<file path="src/rtl/mem_port_arbiter.sv">
// -----------------------------------------------------------------------------
// mem_port_arbiter
//
// Shares a single memory port between the core's instruction-fetch requester
// and its load/store requester.  Only one transaction is in flight at a time.
// Data requests normally win, but fetch is forced through after STARVE_LIMIT
// consecutive data grants that happened while fetch was waiting.  Each memory
// response is routed back to the requester that owns the outstanding
// transaction.
//
// Handshake semantics, shared by both requesters and by the memory side:
//   A requester raises *_req_i with its address/attributes and holds them
//   until it sees *_gnt_o high in the same cycle.  A grant is issued
//   combinationally, only while the arbiter is idle.  At most one grant is
//   issued per cycle.  The granted request is copied into internal registers,
//   and those registers alone drive mem_adr_o/mem_we_o/mem_wdata_o/mem_size_o.
//   mem_req_o stays high with stable attributes until the memory answers with
//   mem_gnt_i.  Exactly one response (mem_rvalid_i) is then taken.  It appears
//   on the owner's *_rvalid_o/*_rdata_o in the same cycle.  A store also
//   returns one d_rvalid_o as its acknowledge.
//
// Ports
//   clk, reset_n                 core clock, synchronous active-low reset
//   if_req_i/if_adr_i            fetch request and address
//   if_gnt_o                     fetch request accepted this cycle
//   if_rvalid_o/if_rdata_o       fetch response
//   d_req_i/d_adr_i/d_we_i       data request, address, write enable
//   d_wdata_i/d_size_i           store data, access size (forwarded as is)
//   d_gnt_o                      data request accepted this cycle
//   d_rvalid_o/d_rdata_o         load data / store acknowledge
//   mem_req_o ... mem_size_o     request to the unified memory
//   mem_gnt_i                    memory accepted the request
//   mem_rvalid_i/mem_rdata_i     memory response
//   dbg_state                    FSM state: 0 = idle, 1 = request, 2 = response
// -----------------------------------------------------------------------------
module mem_port_arbiter #(
    parameter int XLEN         = 32,
    parameter int STARVE_LIMIT = 4
) (
    input  logic            clk,
    input  logic            reset_n,

    input  logic            if_req_i,
    input  logic [XLEN-1:0] if_adr_i,
    output logic            if_gnt_o,
    output logic            if_rvalid_o,
    output logic [31:0]     if_rdata_o,

    input  logic            d_req_i,
    input  logic [XLEN-1:0] d_adr_i,
    input  logic            d_we_i,
    input  logic [XLEN-1:0] d_wdata_i,
    input  logic [2:0]      d_size_i,
    output logic            d_gnt_o,
    output logic            d_rvalid_o,
    output logic [XLEN-1:0] d_rdata_o,

    output logic            mem_req_o,
    output logic [XLEN-1:0] mem_adr_o,
    output logic            mem_we_o,
    output logic [XLEN-1:0] mem_wdata_o,
    output logic [2:0]      mem_size_o,
    input  logic            mem_gnt_i,
    input  logic            mem_rvalid_i,
    input  logic [XLEN-1:0] mem_rdata_i,

    output logic [1:0]      dbg_state
);

    typedef enum logic [1:0] {
        ST_IDLE = 2'd0,
        ST_REQ  = 2'd1,
        ST_RESP = 2'd2
    } state_t;

    typedef enum logic {
        OWN_IF = 1'b0,
        OWN_D  = 1'b1
    } owner_t;

    localparam int               CNT_W      = $clog2(STARVE_LIMIT + 1);
    localparam logic [CNT_W-1:0] STARVE_MAX = CNT_W'(STARVE_LIMIT);

    // Fetch is always a 32-bit word read.
    localparam logic [2:0]       FETCH_SIZE = 3'b010;

    state_t            state;
    owner_t            owner;
    logic [CNT_W-1:0]  starve_cnt;
    logic              mem_req_q;
    logic [XLEN-1:0]   adr_q;
    logic              we_q;
    logic [XLEN-1:0]   wdata_q;
    logic [2:0]        size_q;

    logic              idle_ok;
    logic              fetch_forced;
    logic              if_win;
    logic              d_win;
    logic              resp_fire;

    // ------------------------------------------------------------------
    // Arbitration.  Grants are combinational so that a requester sees its
    // grant in the same cycle it is accepted.  Gating with reset_n keeps
    // every output low while reset is asserted.
    // ------------------------------------------------------------------
    always_comb begin
        idle_ok      = reset_n && (state == ST_IDLE);
        fetch_forced = if_req_i && (starve_cnt == STARVE_MAX);
        if_win       = idle_ok && if_req_i && (!d_req_i || fetch_forced);
        d_win        = idle_ok && d_req_i && !if_win;
    end

    assign if_gnt_o = if_win;
    assign d_gnt_o  = d_win;

    // ------------------------------------------------------------------
    // Response routing.  Only a response arriving in the RESP state
    // belongs to the outstanding transaction.  A response in any other
    // state is ignored.  This includes a response that arrives together
    // with mem_gnt_i, or one that belongs to a transaction cut off by reset.
    // ------------------------------------------------------------------
    always_comb begin
        resp_fire   = reset_n && (state == ST_RESP) && mem_rvalid_i;
        if_rvalid_o = resp_fire && (owner == OWN_IF);
        d_rvalid_o  = resp_fire && (owner == OWN_D);
        if_rdata_o  = if_rvalid_o ? mem_rdata_i[31:0] : 32'd0;
        d_rdata_o   = d_rvalid_o  ? mem_rdata_i       : '0;
    end

    // Memory side is driven purely from registers so the request stays
    // stable while the memory stalls.
    assign mem_req_o   = mem_req_q;
    assign mem_adr_o   = adr_q;
    assign mem_we_o    = we_q;
    assign mem_wdata_o = wdata_q;
    assign mem_size_o  = size_q;
    assign dbg_state   = state;

    // ------------------------------------------------------------------
    // Transaction FSM: IDLE -> REQ -> RESP -> IDLE.
    // ------------------------------------------------------------------
    always_ff @(posedge clk) begin
        if (!reset_n) begin
            state      <= ST_IDLE;
            owner      <= OWN_IF;
            starve_cnt <= '0;
            mem_req_q  <= 1'b0;
            adr_q      <= '0;
            we_q       <= 1'b0;
            wdata_q    <= '0;
            size_q     <= 3'b000;
        end else begin
            unique case (state)
                ST_IDLE: begin
                    if (if_win) begin
                        adr_q      <= if_adr_i;
                        we_q       <= 1'b0;
                        wdata_q    <= '0;
                        size_q     <= FETCH_SIZE;
                        owner      <= OWN_IF;
                        starve_cnt <= '0;
                        mem_req_q  <= 1'b1;
                        state      <= ST_REQ;
                    end else if (d_win) begin
                        adr_q     <= d_adr_i;
                        we_q      <= d_we_i;
                        wdata_q   <= d_wdata_i;
                        size_q    <= d_size_i;
                        owner     <= OWN_D;
                        mem_req_q <= 1'b1;
                        state     <= ST_REQ;
                        // Count only the data grants that made fetch wait.
                        if (if_req_i && (starve_cnt != STARVE_MAX)) begin
                            starve_cnt <= starve_cnt + CNT_W'(1);
                        end
                    end
                end

                ST_REQ: begin
                    if (mem_gnt_i) begin
                        mem_req_q <= 1'b0;
                        state     <= ST_RESP;
                    end
                end

                ST_RESP: begin
                    if (mem_rvalid_i) begin
                        state <= ST_IDLE;
                    end
                end

                default: begin
                    mem_req_q <= 1'b0;
                    state     <= ST_IDLE;
                end
            endcase
        end
    end

endmodule

</file>
<file path="config.mk">
export PLATFORM = sky130hd
export DESIGN_NAME = mem_port_arbiter
export DESIGN_NICKNAME = d
export VERILOG_FILES = /design/src/rtl/mem_port_arbiter.sv
export SDC_FILE = /design/constraint.sdc
export NUM_CORES = 1
export LEC_CHECK = 0
export BUFFER_PORTS_ARGS = -buffer_cell sky130_fd_sc_hd__buf_2
export CORE_AREA = 2 2 108 110
export DETAILED_ROUTE_END_ITERATION = 16
export DIE_AREA = 0 0 110 112
export PLACE_DENSITY = 0.77
export SYNTH_ARGS = -nofsm -noshare
export SYNTH_HDL_FRONTEND = slang
export SYNTH_SLANG_ARGS = --single-unit
</file>
<file path="constraint.sdc">
create_clock -name clk -period 1.8 [get_ports clk]
set_input_delay 0.18 -clock clk [delete_from_list [all_inputs] [get_ports clk]]
set_output_delay 0.18 -clock clk [all_outputs]
set_load 0.01 [all_outputs]
</file>
==> impl_metrics.csv, run 1 <==
group,metric,value,unit
status,status,"completed",
clock_network,cts_root_buffer,"clkbuf_16",
route,dr.pass1.iters,6,
setup_path,cp-end-kind,"output pin",
setup_path,worst_ep_required_time,1.62,ns
die,core_area,11200,um^2
route,wl,11600,um
logic_synthesis,ys_seq_elements,75,
logic_synthesis,synth_area,3350,um^2
global_route,grt_max_degree,49,
placement,port_buffers,276,
timing,worstMarginPinSlew,0.479,ns
timing,clock_skew,0.00732,ns
clock_network,cts_buffers,9,
logic_synthesis,synth_xor_area_share,0,%
global_route,global_route.usage.met3,5.44,%
timing,max_freq,582,MHz
timing,whs,0.0474,ns
logic_synthesis,synth_cell_type_count,30,
logic_synthesis,synth_area_leaders,"dfxtp_1, and2_1, nand2_1",
clock_network,htree_levels,3,
logic_synthesis,yosys.area.top_type,"dfxtp_1",
placement,dp_slack,0.185,ns
cells_and_area,drive_gt1_share,47.5,%
global_route,grt_use_total,18.5,%
logic_synthesis,syn_area_per_cell,8.17,um^2
setup_path,start_kind,"register",
clock_network,cts_tree,"built",
timing,rsz0062_at_grt,"no",
route,wl_per_cell,14.0,um
pwr,p_leak,2.79,nW
global_route,grt_pass1_wl,17800,um
clock_network,ctsHoldBuffers,0,
route,vias_per_cell,4.70,
logic_synthesis,synth_fa_ha_area_share,0.747,%
logic_synthesis,synth_mux_area_share,0,%
logic_synthesis,synth_top_family_by_area,"simple AND/OR/NAND/NOR gates",
timing,slew_headroom,68.0,%
flow_run,max_cap_violations,0,
logic_synthesis,syn_nets,550,
cells_and_area,final_common_cell,"buf_2",
min_path,hold_depth,2,
cells_and_area,fin_area,5300,um^2
die,die_area,12300,um^2
pwr,p_per_area,842,nW/um^2
route,via_count,3887,
timing,drv_slew,0,
logic_synthesis,ys.warnings.count,0,
global_route,busiest_layer,"met2",
setup_path,cp.arrival,1.54,ns
die,die_w,110,um
timing,setup_slack,0.0823,ns
logic_synthesis,synth-seq-area-share,44.8,%
global_route,antenna_found_initial,0,
die,ios,277,
cells_and_area,final_cells,827,
logic_synthesis,synth_compound_area_share,21.3,%
route,ant_nets,0,
global_route,grt_overflow_total,0,
clock_network,cts_sinks,75,
timing,finalCriticalPeriod,1.72,ns
cells_and_area,nets,819,
die,die_h,112,um
die,num_rows,39,
global_route,first_global_vias,3761,
timing,fin_tns_setup,0,ns
timing,setup_viol,0,
route,drtIter0Drc,182,
pwr,max-vdd-ir-drop,522,uV
logic_synthesis,synth_top_area_share,44.8,%
clock_network,path_clk_slew,0.07,ns
cells_and_area,syn_to_final_growth,58.3,%
global_route,use_met2,34.6,%
route,drc_errors,0,
cells_and_area,diodes,0,
setup_path,reg2reg_depth,7,
global_route,use_met1,19.4,%
logic_synthesis,synthCells,410,
die,initial_core_util,30.0,%
placement,gp_congestion,0.784,
timing,hold_viol_final,0,
placement,place_hpwl,8440,um
setup_path,path_class,"reg2out",
timing,period_share,95.4,%
placement,dp_cells,806,
clock_network,clk_latency,0.34,ns
placement,place_area,4880,um^2
min_path,hold_class,"in2reg",
cells_and_area,layout.cells.most_common_list,"buf_2, nand2_1, dfxtp_1, and2_1, o21ai_0",
logic_synthesis,synthSimpleGateAreaFrac,27.3,%
clock_network,cts_buffer_depth,2,
setup_path,worst-path-max-fanout,17,
## through the flow
stage	power, mW	util [%]
6_report	4.47	47.4
5_1_grt	4.69	47.4
4_1_cts	4.51	47.6
3_5_place_dp	2.72	43.7
3_3_place_gp	2.71	43.7
2_1_floorplan	2.32	-
## Yosys cell counts
library cell and n:
dfxtp_1 75, o22ai_1 1, clkbuf_1 17, nand2_2 1
a21oi_2 1, nand4bb_2 1, nand3_1 1, inv_1 4
nor3_2 2, a32o_1 20, nand4bb_1 1, and4bb_2 1
a21boi_0 2, a21bo_2 1, nand2_1 102, ha_1 2
a21oi_1 17, nand2b_1 1, nor2b_1 2, a22oi_1 1
nor4bb_1 1, nor2_1 2, a31oi_1 32, nor3_1 2
buf_6 3, and2_1 66, inv_2 1, o21ai_0 36
buf_2 10, buf_4 4
## sequential cells by signal (all words and copies together), names as in the netlist
signal	count
mem_adr_o	32
mem_wdata_o	32
mem_size_o	3
starve_cnt	3
dbg_state	2
mem_req_o	1
mem_we_o	1
owner	1
## worst max-delay path, cell delays in order (launching register included)
cell and delay, ns:
dfxtp_4 0.37, nand2b_4 0.17, nor3_4 0.15, buf_6 0.13, buf_12 0.12, and2_1 0.12
buf_2 0.13
## timing repair
item	in CTS	in global routing
pin swaps	2	3
gates resized for setup	13	7
endpoints found under the setup margin	66	59
gates cloned	2	0
buffers inserted	4	1
## area by class of cell
cell class | count | area [um^2]
clock buffers | 9 | 225
clock inverters | 7 | 70.1
fillers | 1093 | 5870
inverters | 5 | 21.3
multi-input cells | 296 | 1700
flip-flops and latches | 75 | 1510
well taps | 143 | 179
repair buffers | 292 | 1600
## power by group
part	internal (mW)	total (mW)	switching, mW
sequential	1.81	1.89	0.0778
combinational	0.372	0.816	0.444
clock	0.969	1.76	0.790
total	3.15	4.47	1.31
## worst paths after layout
kind	from	endpoint	slack, ns
setup / recovery	dbg_state[0]$_SDFFE_PN0P_	d_rdata_o[7]	0.08
hold / removal	d_wdata_i[14]	mem_wdata_o[14]$_SDFFE_PN0P_	0.05
setup reg to reg	starve_cnt[0]$_SDFFE_PN0P_	mem_adr_o[18]$_SDFFE_PN0P_	0.23
hold reg to reg	mem_wdata_o[28]$_SDFFE_PN0P_	mem_wdata_o[28]$_SDFFE_PN0P_	0.45
## metal layers
| layer | part of all wire [%] | vias up |
|---|---|---|
| li1 | - | 1940 |
| met1 | 38 | 1744 |
| met2 | 52 | 189 |
| met3 | 8.0 | 14 |
| met4 | 1.4 | 0 |
| met5 | 0 | - |
## cells by family after synthesis
| kind of cell | count (synthesis) |
|---|---|
| AOI/OAI and AO/OA | 111 |
| adders and majority gates | 2 |
| buffers and inverters | 39 |
| DFF | 75 |
| and+or+nand+nor | 183 |
(Power assumes the default switching activity.)
==> run 2, diff against run 1 <==
--- a/config.mk
+++ b/config.mk
@@ -5,11 +5,13 @@
 export SDC_FILE = /design/constraint.sdc
 export NUM_CORES = 1
 export LEC_CHECK = 0
+export ABC_AREA = 1
 export BUFFER_PORTS_ARGS = -buffer_cell sky130_fd_sc_hd__buf_2
 export CORE_AREA = 2 2 108 110
 export DETAILED_ROUTE_END_ITERATION = 16
 export DIE_AREA = 0 0 110 112
-export PLACE_DENSITY = 0.77
+export PLACE_DENSITY = 0.84
+export SKIP_LAST_GASP = 1
 export SYNTH_ARGS = -nofsm -noshare
 export SYNTH_HDL_FRONTEND = slang
 export SYNTH_SLANG_ARGS = --single-unit
==> impl_metrics.csv, run 2 <==
group,metric,value,unit
status,status,"completed",
logic_synthesis,syn_nets,768,
pwr,seq_power_share,38.0,%
pwr,power_frac_clock,38.2,%
clock_network,clk_latency,0.33,ns
clock_network,ctsHoldBuffers,0,
die,die_w,110,um
timing,drv_slew,0,
cells_and_area,final_common_cell,"buf_2",
min_path,hold_class,"in2reg",
logic_synthesis,synth_area_leaders,"dfxtp_1, nand2_1, inv_1",
timing,hold_viol_final,0,
setup_path,worst_ep_required_time,1.62,ns
global_route,grt_use_total,21.0,%
min_path,hold_depth,3,
logic_synthesis,synth_cell_type_count,27,
die,die_area,12300,um^2
setup_path,path_class,"reg2out",
die,num_rows,39,
route,dr.pass1.iters,5,
logic_synthesis,synthCells,628,
logic_synthesis,synth_xor_area_share,0.217,%
logic_synthesis,synth_fa_ha_area_share,0.619,%
pwr,pwr-share-comb,23.8,%
global_route,antenna_found_initial,3,
logic_synthesis,synth_area,4040,um^2
route,ant_nets,0,
clock_network,htree_levels,3,
clock_network,cts_buffer_depth,2,
setup_path,rr_endpoint,"mem_wdata_o[25]$_SDFFE_PN0P_",
timing,finalCriticalPeriod,1.80,ns
route,via_count,4833,
timing,setup_viol,0,
cells_and_area,final_cells,1051,
logic_synthesis,syn_area_per_cell,6.44,um^2
cells_and_area,fin_area,6170,um^2
placement,place_hpwl,9580,um
setup_path,cp-end-kind,"output pin",
die,ios,277,
timing,slew_headroom,61.4,%
flow_run,max_cap_violations,0,
cells_and_area,drive_gt1_share,41.0,%
setup_path,reg2reg_depth,8,
pwr,finalPower,5.03,mW
timing,period_share,99.9,%
setup_path,worst-path-max-fanout,8,
clock_network,cts_sinks,75,
logic_synthesis,synth_top_area_share,37.1,%
global_route,busiest_layer,"met2",
timing,clock_skew,0.00810,ns
setup_path,worst-r2r-setup-slack,0.17,ns
min_path,worstHoldEndpoint,"mem_size_o[1]$_SDFFE_PN0P_",
timing,worstMarginPinSlew,0.579,ns
logic_synthesis,synth-edff-count,0,
die,die_h,112,um
clock_network,path_clk_slew,0.06,ns
logic_synthesis,synth_async_sr_flop_share,0,%
global_route,use_met1,23.8,%
pwr,max-vdd-ir-drop,586,uV
route,drc_errors,0,
pwr,power.switching,1.46,mW
logic_synthesis,synthSimpleGateAreaFrac,38.2,%
pwr,p_per_area,814,nW/um^2
route,wl_per_cell,13.3,um
logic_synthesis,post-synth-top-count-cell,"nand2_1",
timing,max_freq,556,MHz
global_route,use_met2,37.5,%
logic_synthesis,synth_top_family_by_area,"simple AND/OR/NAND/NOR gates",
global_route,grt_overflow_total,0,
logic_synthesis,synth-seq-area-share,37.1,%
setup_path,r2r_start,"starve_cnt[0]$_SDFFE_PN0P_",
placement,place_area,5560,um^2
die,initial_core_util,36.2,%
cells_and_area,nets,1040,
timing,rsz0062_at_grt,"yes",
global_route,grt_max_degree,69,
pwr,swShare,29.0,%
placement,dp_cells,1019,
route,drtIter0Drc,267,
cells_and_area,layout.cells.most_common_list,"buf_2, nand2_1, inv_1, nor2_1, dfxtp_1",
logic_synthesis,ys.warnings.count,0,
logic_synthesis,synth_ff_type,"dfxtp_1",
route,wl,13900,um
cells_and_area,final_util,55.2,%
global_route,grt_pass1_wl,20300,um
min_path,min-delay-start,"d_size_i[1]",
logic_synthesis,synth_compound_area_share,8.08,%
placement,port_buffers,276,
clock_network,cts_tree,"built",
pwr,p_leak,3.74,nW
clock_network,cts_root_buffer,"clkbuf_16",
setup_path,start_kind,"register",
global_route,global_route.usage.met3,4.80,%
placement,gp_congestion,0.771,
cells_and_area,syn_to_final_growth,52.7,%
clock_network,cts_buffers,9,
route,vias_per_cell,4.60,
logic_synthesis,synth_common_cells,"nand2_1, inv_1, nor2_1",
die,core_area,11200,um^2
logic_synthesis,yosys.area.top_type,"dfxtp_1",
setup_path,cp.arrival,1.62,ns
logic_synthesis,ys_seq_elements,75,
timing,whs,0.0651,ns
global_route,first_global_vias,4219,
pwr,power.internal,3.57,mW
logic_synthesis,synth_mux_area_share,0,%
-- run 2: kinds of logic (layout without fill, tap and decap cells) --
kind of cell | Yosys count | after routing
and+or+nand+nor | 334 | 335
adders and majority gates | 2 | 2
buffers and inverters | 154 | 430
DFF | 75 | 75
xor gates and xnor gates | 1 | 1
AOI/OAI and AO/OA | 62 | 62
other | 0 | 3
-- run 2: cell type report --
type | instances | area [um^2]
fill | 1101 | 5000
tap | 143 | 179
clock buffer | 9 | 225
clock inverter | 7 | 98.8
multi-input combinational | 400 | 2010
antenna | 3 | 7.51
timing repair buffer | 302 | 1720
sequential | 75 | 1510
inverter | 112 | 420
-- run 2: worst max path at each step --
stage                                    start                            to  slack (ns)  depth (start not counted)
floorplan           starve_cnt[0]$_SDFFE_PN0P_    mem_size_o[2]$_SDFFE_PN0P_        0.33                          8
global placement    starve_cnt[0]$_SDFFE_PN0P_                      if_gnt_o        0.04                          5
detailed placement  starve_cnt[0]$_SDFFE_PN0P_  mem_wdata_o[20]$_SDFFE_PN0P_        0.02                          7
CTS                  dbg_state[1]$_SDFFE_PN0P_                if_rdata_o[22]       -0.07                          8
global route         dbg_state[1]$_SDFFE_PN0P_                if_rdata_o[12]       -0.10                          8
finish               dbg_state[1]$_SDFFE_PN0P_                if_rdata_o[29]       0.001                          8
-- run 2: timing repair --
item	4_1_cts	5_1_grt
endpoints found under the hold margin	0	0
gates resized for setup	6	37
buffers inserted	8	1
gates cloned	3	1
pin swaps	2	1
setup endpoints to repair	30	96
-- run 2: critical path, stage by stage, from the launching register on --
cell and delay [ns]:
dfxtp_2 0.32, buf_4 0.12, nand2_2 0.06, inv_1 0.06
nand4_1 0.09, buf_6 0.16, bufbuf_16 0.27, nor2_1 0.08
buf_2 0.13
-- run 2: through the flow --
stage          setup TNS, ns  worst slack [ns]
6_report                   0           0.00117
5_1_grt               -0.839            -0.105
4_1_cts                -2.44           -0.0719
3_5_place_dp               0            0.0197
3_3_place_gp               0            0.0384
2_1_floorplan              0             0.328
-- run 2: metal layers --
metal / up-vias / wire length [um]
li1: 2467 / -
met1: 2180 / 5520
met2: 171 / 7180
met3: 15 / 984
met4: 0 / 255
met5: - / 0
-- run 2: power groups by stage --
stage	clock network (mW)	registers (mW)	logic [mW]
floorplan	0	2.02	0.622
global placement	0	1.93	1.13
detailed placement	0	1.94	1.15
CTS	1.97	1.91	1.19
global route	2.06	1.93	1.34
finish	1.92	1.91	1.20
==> run 3, diff against run 2 <==
--- a/config.mk
+++ b/config.mk
@@ -11,6 +11,7 @@
 export DETAILED_ROUTE_END_ITERATION = 16
 export DIE_AREA = 0 0 110 112
 export PLACE_DENSITY = 0.84
+export REMOVE_ABC_BUFFERS = 1
 export SKIP_LAST_GASP = 1
 export SYNTH_ARGS = -nofsm -noshare
 export SYNTH_HDL_FRONTEND = slang
==> constraint.sdc (replaced) <==
create_clock -name clk -period 1.8 [get_ports clk]
set_input_delay 0.54 -clock clk [delete_from_list [all_inputs] [get_ports clk]]
set_output_delay 0.54 -clock clk [all_outputs]
set_load 0.01 [all_outputs]
==> impl_metrics.csv, run 3 (synthesized netlist as in run 2, its figures left out) <==
group,metric,value,unit
status,status,"finished with violations",
status,violations,"negative setup slack",
timing,hold_viol_final,0,
min_path,min-delay-start,"d_size_i[1]",
timing,worstMarginPinSlew,0.393,ns
setup_path,worst-path-max-fanout,16,
timing,setup_slack,-0.265,ns
min_path,hold_depth,3,
min_path,hold_class,"in2reg",
setup_path,critical_path_buf_inv_count,5,
die,ios,277,
cells_and_area,final_util,58.3,%
cells_and_area,nets,1054,
setup_path,worst-r2r-setup-slack,0.10,ns
timing,clock_skew,0.00623,ns
setup_path,cp.arrival,1.52,ns
die,die_area,12300,um^2
setup_path,worst_ep_required_time,1.26,ns
timing,slew_headroom,73.8,%
setup_path,cp-end-kind,"output pin",
setup_path,cpMostUsedCell,"inv_2",
cells_and_area,syn_to_final_growth,61.0,%
die,initial_core_util,36.2,%
placement,port_buffers,276,
die,core_area,11200,um^2
timing,setup_viol,68,
cells_and_area,drive_gt1_share,44.4,%
placement,place_hpwl,11000,um
clock_network,cts_buffers,9,
route,dr.pass1.iters,5,
timing,drv_slew,0,
setup_path,reg2reg_depth,9,
cells_and_area,fill_cells,1043,
setup_path,start_kind,"register",
timing,max_freq,484,MHz
min_path,worstHoldEndpoint,"mem_size_o[1]$_SDFFE_PN0P_",
pwr,p_leak,3.82,nW
route,ant_nets,0,
clock_network,cts_root_buffer,"clkbuf_16",
clock_network,cts_buffer_depth,2,
clock_network,path_clk_slew,0.06,ns
route,vias_per_cell,4.70,
pwr,max-vdd-ir-drop,514,uV
setup_path,cp_top_family,"buffers and inverters",
setup_path,max_stage_delay,0.36,ns
clock_network,htree_levels,3,
cells_and_area,final_common_cell,"buf_2",
clock_network,clk_latency,0.33,ns
die,num_rows,39,
setup_path,path_class,"reg2out",
placement,dp_slack,-0.106,ns
setup_path,crit_chain,"inv_2 > nand2_2 > inv_2 > nand4_1 > buf_6 > clkbuf_16 > nor2_1 > buf_2",
route,wl,15300,um
timing,rsz0062_at_grt,"yes",
global_route,grt_pass1_wl,21700,um
route,drtIter0Drc,305,
global_route,antenna_found_initial,8,
global_route,grt_max_degree,44,
timing,finalCriticalPeriod,2.06,ns
global_route,busiest_layer,"met2",
clock_network,ctsHoldBuffers,0,
setup_path,r2r_start,"starve_cnt[0]$_SDFFE_PN0P_",
cells_and_area,multi_input_area,2110,um^2
route,drc_errors,0,
setup_path,rr_endpoint,"mem_wdata_o[20]$_SDFFE_PN0P_",
clock_network,cts_tree,"built",
setup_path,crit_slowest_cell,"dfxtp_4",
route,via_count,5012,
die,die_w,110,um
clock_network,cts_sinks,75,
cells_and_area,seq_area,1510,um^2
pwr,p_per_area,825,nW/um^2
cells_and_area,layout.cells.most_common_list,"buf_2, nand2_1, inv_1, dfxtp_1",
global_route,use_met2,42.1,%
global_route,first_global_vias,4437,
route,wl_per_cell,14.3,um
flow_run,max_cap_violations,0,
global_route,global_route.usage.met3,5.74,%
timing,period_share,115,%
placement,gp_congestion,0.885,
global_route,grt_use_total,23.0,%
die,die_h,112,um
global_route,use_met1,24.3,%
global_route,grt_overflow_total,0,
## run 3: cell count changes in the layout (fill, tap and decap cells not counted), sizes merged
cell	previous run	this run
bufinv	2	4
clkinvlp	1	0
clkbuf	10	12
buf	300	315
bufbuf	1	0
diode	3	4
nor2	103	102
inv	114	112
## run 3: timing repair
| item | CTS | global route |
|---|---|---|
| hold endpoints to repair | 0 | 0 |
| gates cloned | 3 | 2 |
| setup buffers | 5 | 4 |
| gates resized for setup | 29 | 75 |
| pin swaps | 3 | 3 |
| endpoints found under the setup margin | 70 | 69 |
## run 3: tightest hold or removal path: stages
cell and delay [ns]:
buf_2 0.07, nor2_1 0.03, nor2_1 0.06
## run 3: final cells by class
type | count | share of cell area, %
multi-input combinational | 399 | 32.3
clock inverter | 6 | 2.11
tap | 143 | 2.75
timing repair buffer | 317 | 29.5
sequential | 75 | 23.2
clock buffer | 10 | 3.52
antenna | 4 | 0.154
inverter | 112 | 6.46
## run 3: metal layers
| layer | wire (um) | vias to the layer above | part of all wire, % |
|---|---|---|---|
| li1 | - | 2493 | - |
| met2 | 7830 | 241 | 51 |
| met1 | 5560 | 2230 | 36 |
| met3 | 1250 | 44 | 8.2 |
| met5 | 20 | - | 0.13 |
| met4 | 583 | 4 | 3.8 |
## run 3: report_power, final
part / total (mW) / internal (mW) / switching (mW)
Combinational: 1.27 / 0.555 / 0.715
Clock: 2.19 / 1.50 / 0.695
Sequential: 1.91 / 1.83 / 0.0765
## run 3: worst max-delay path by stage
stage	endpoint	depth (start not counted)	start	slack [ns]
2_1_floorplan	d_gnt_o	5	dbg_state[1]$_SDFFE_PN0P_	-0.80
3_3_place_gp	d_gnt_o	8	reset_n	-0.11
3_5_place_dp	d_gnt_o	8	reset_n	-0.11
4_1_cts	if_rdata_o[17]	8	dbg_state[0]$_SDFFE_PN0P_	-0.20
5_1_grt	d_rdata_o[0]	8	dbg_state[0]$_SDFFE_PN0P_	-0.34
6_report	d_rdata_o[20]	8	dbg_state[0]$_SDFFE_PN0P_	-0.26
## run 3: stage by stage
step                area (um^2)  power (mW)  cells  setup TNS, ns  hold WS, ns
finish                     6510        5.37   1066         -13.55        0.422
global route               6500        5.65   1064         -18.82        0.428
CTS                        6150        5.40   1057         -10.84        0.412
detailed placement         5660        3.14   1033          -1.61        0.451
global placement           5660        3.12   1033          -1.57        0.448
floorplan                  3830        2.57    586         -70.03        0.458
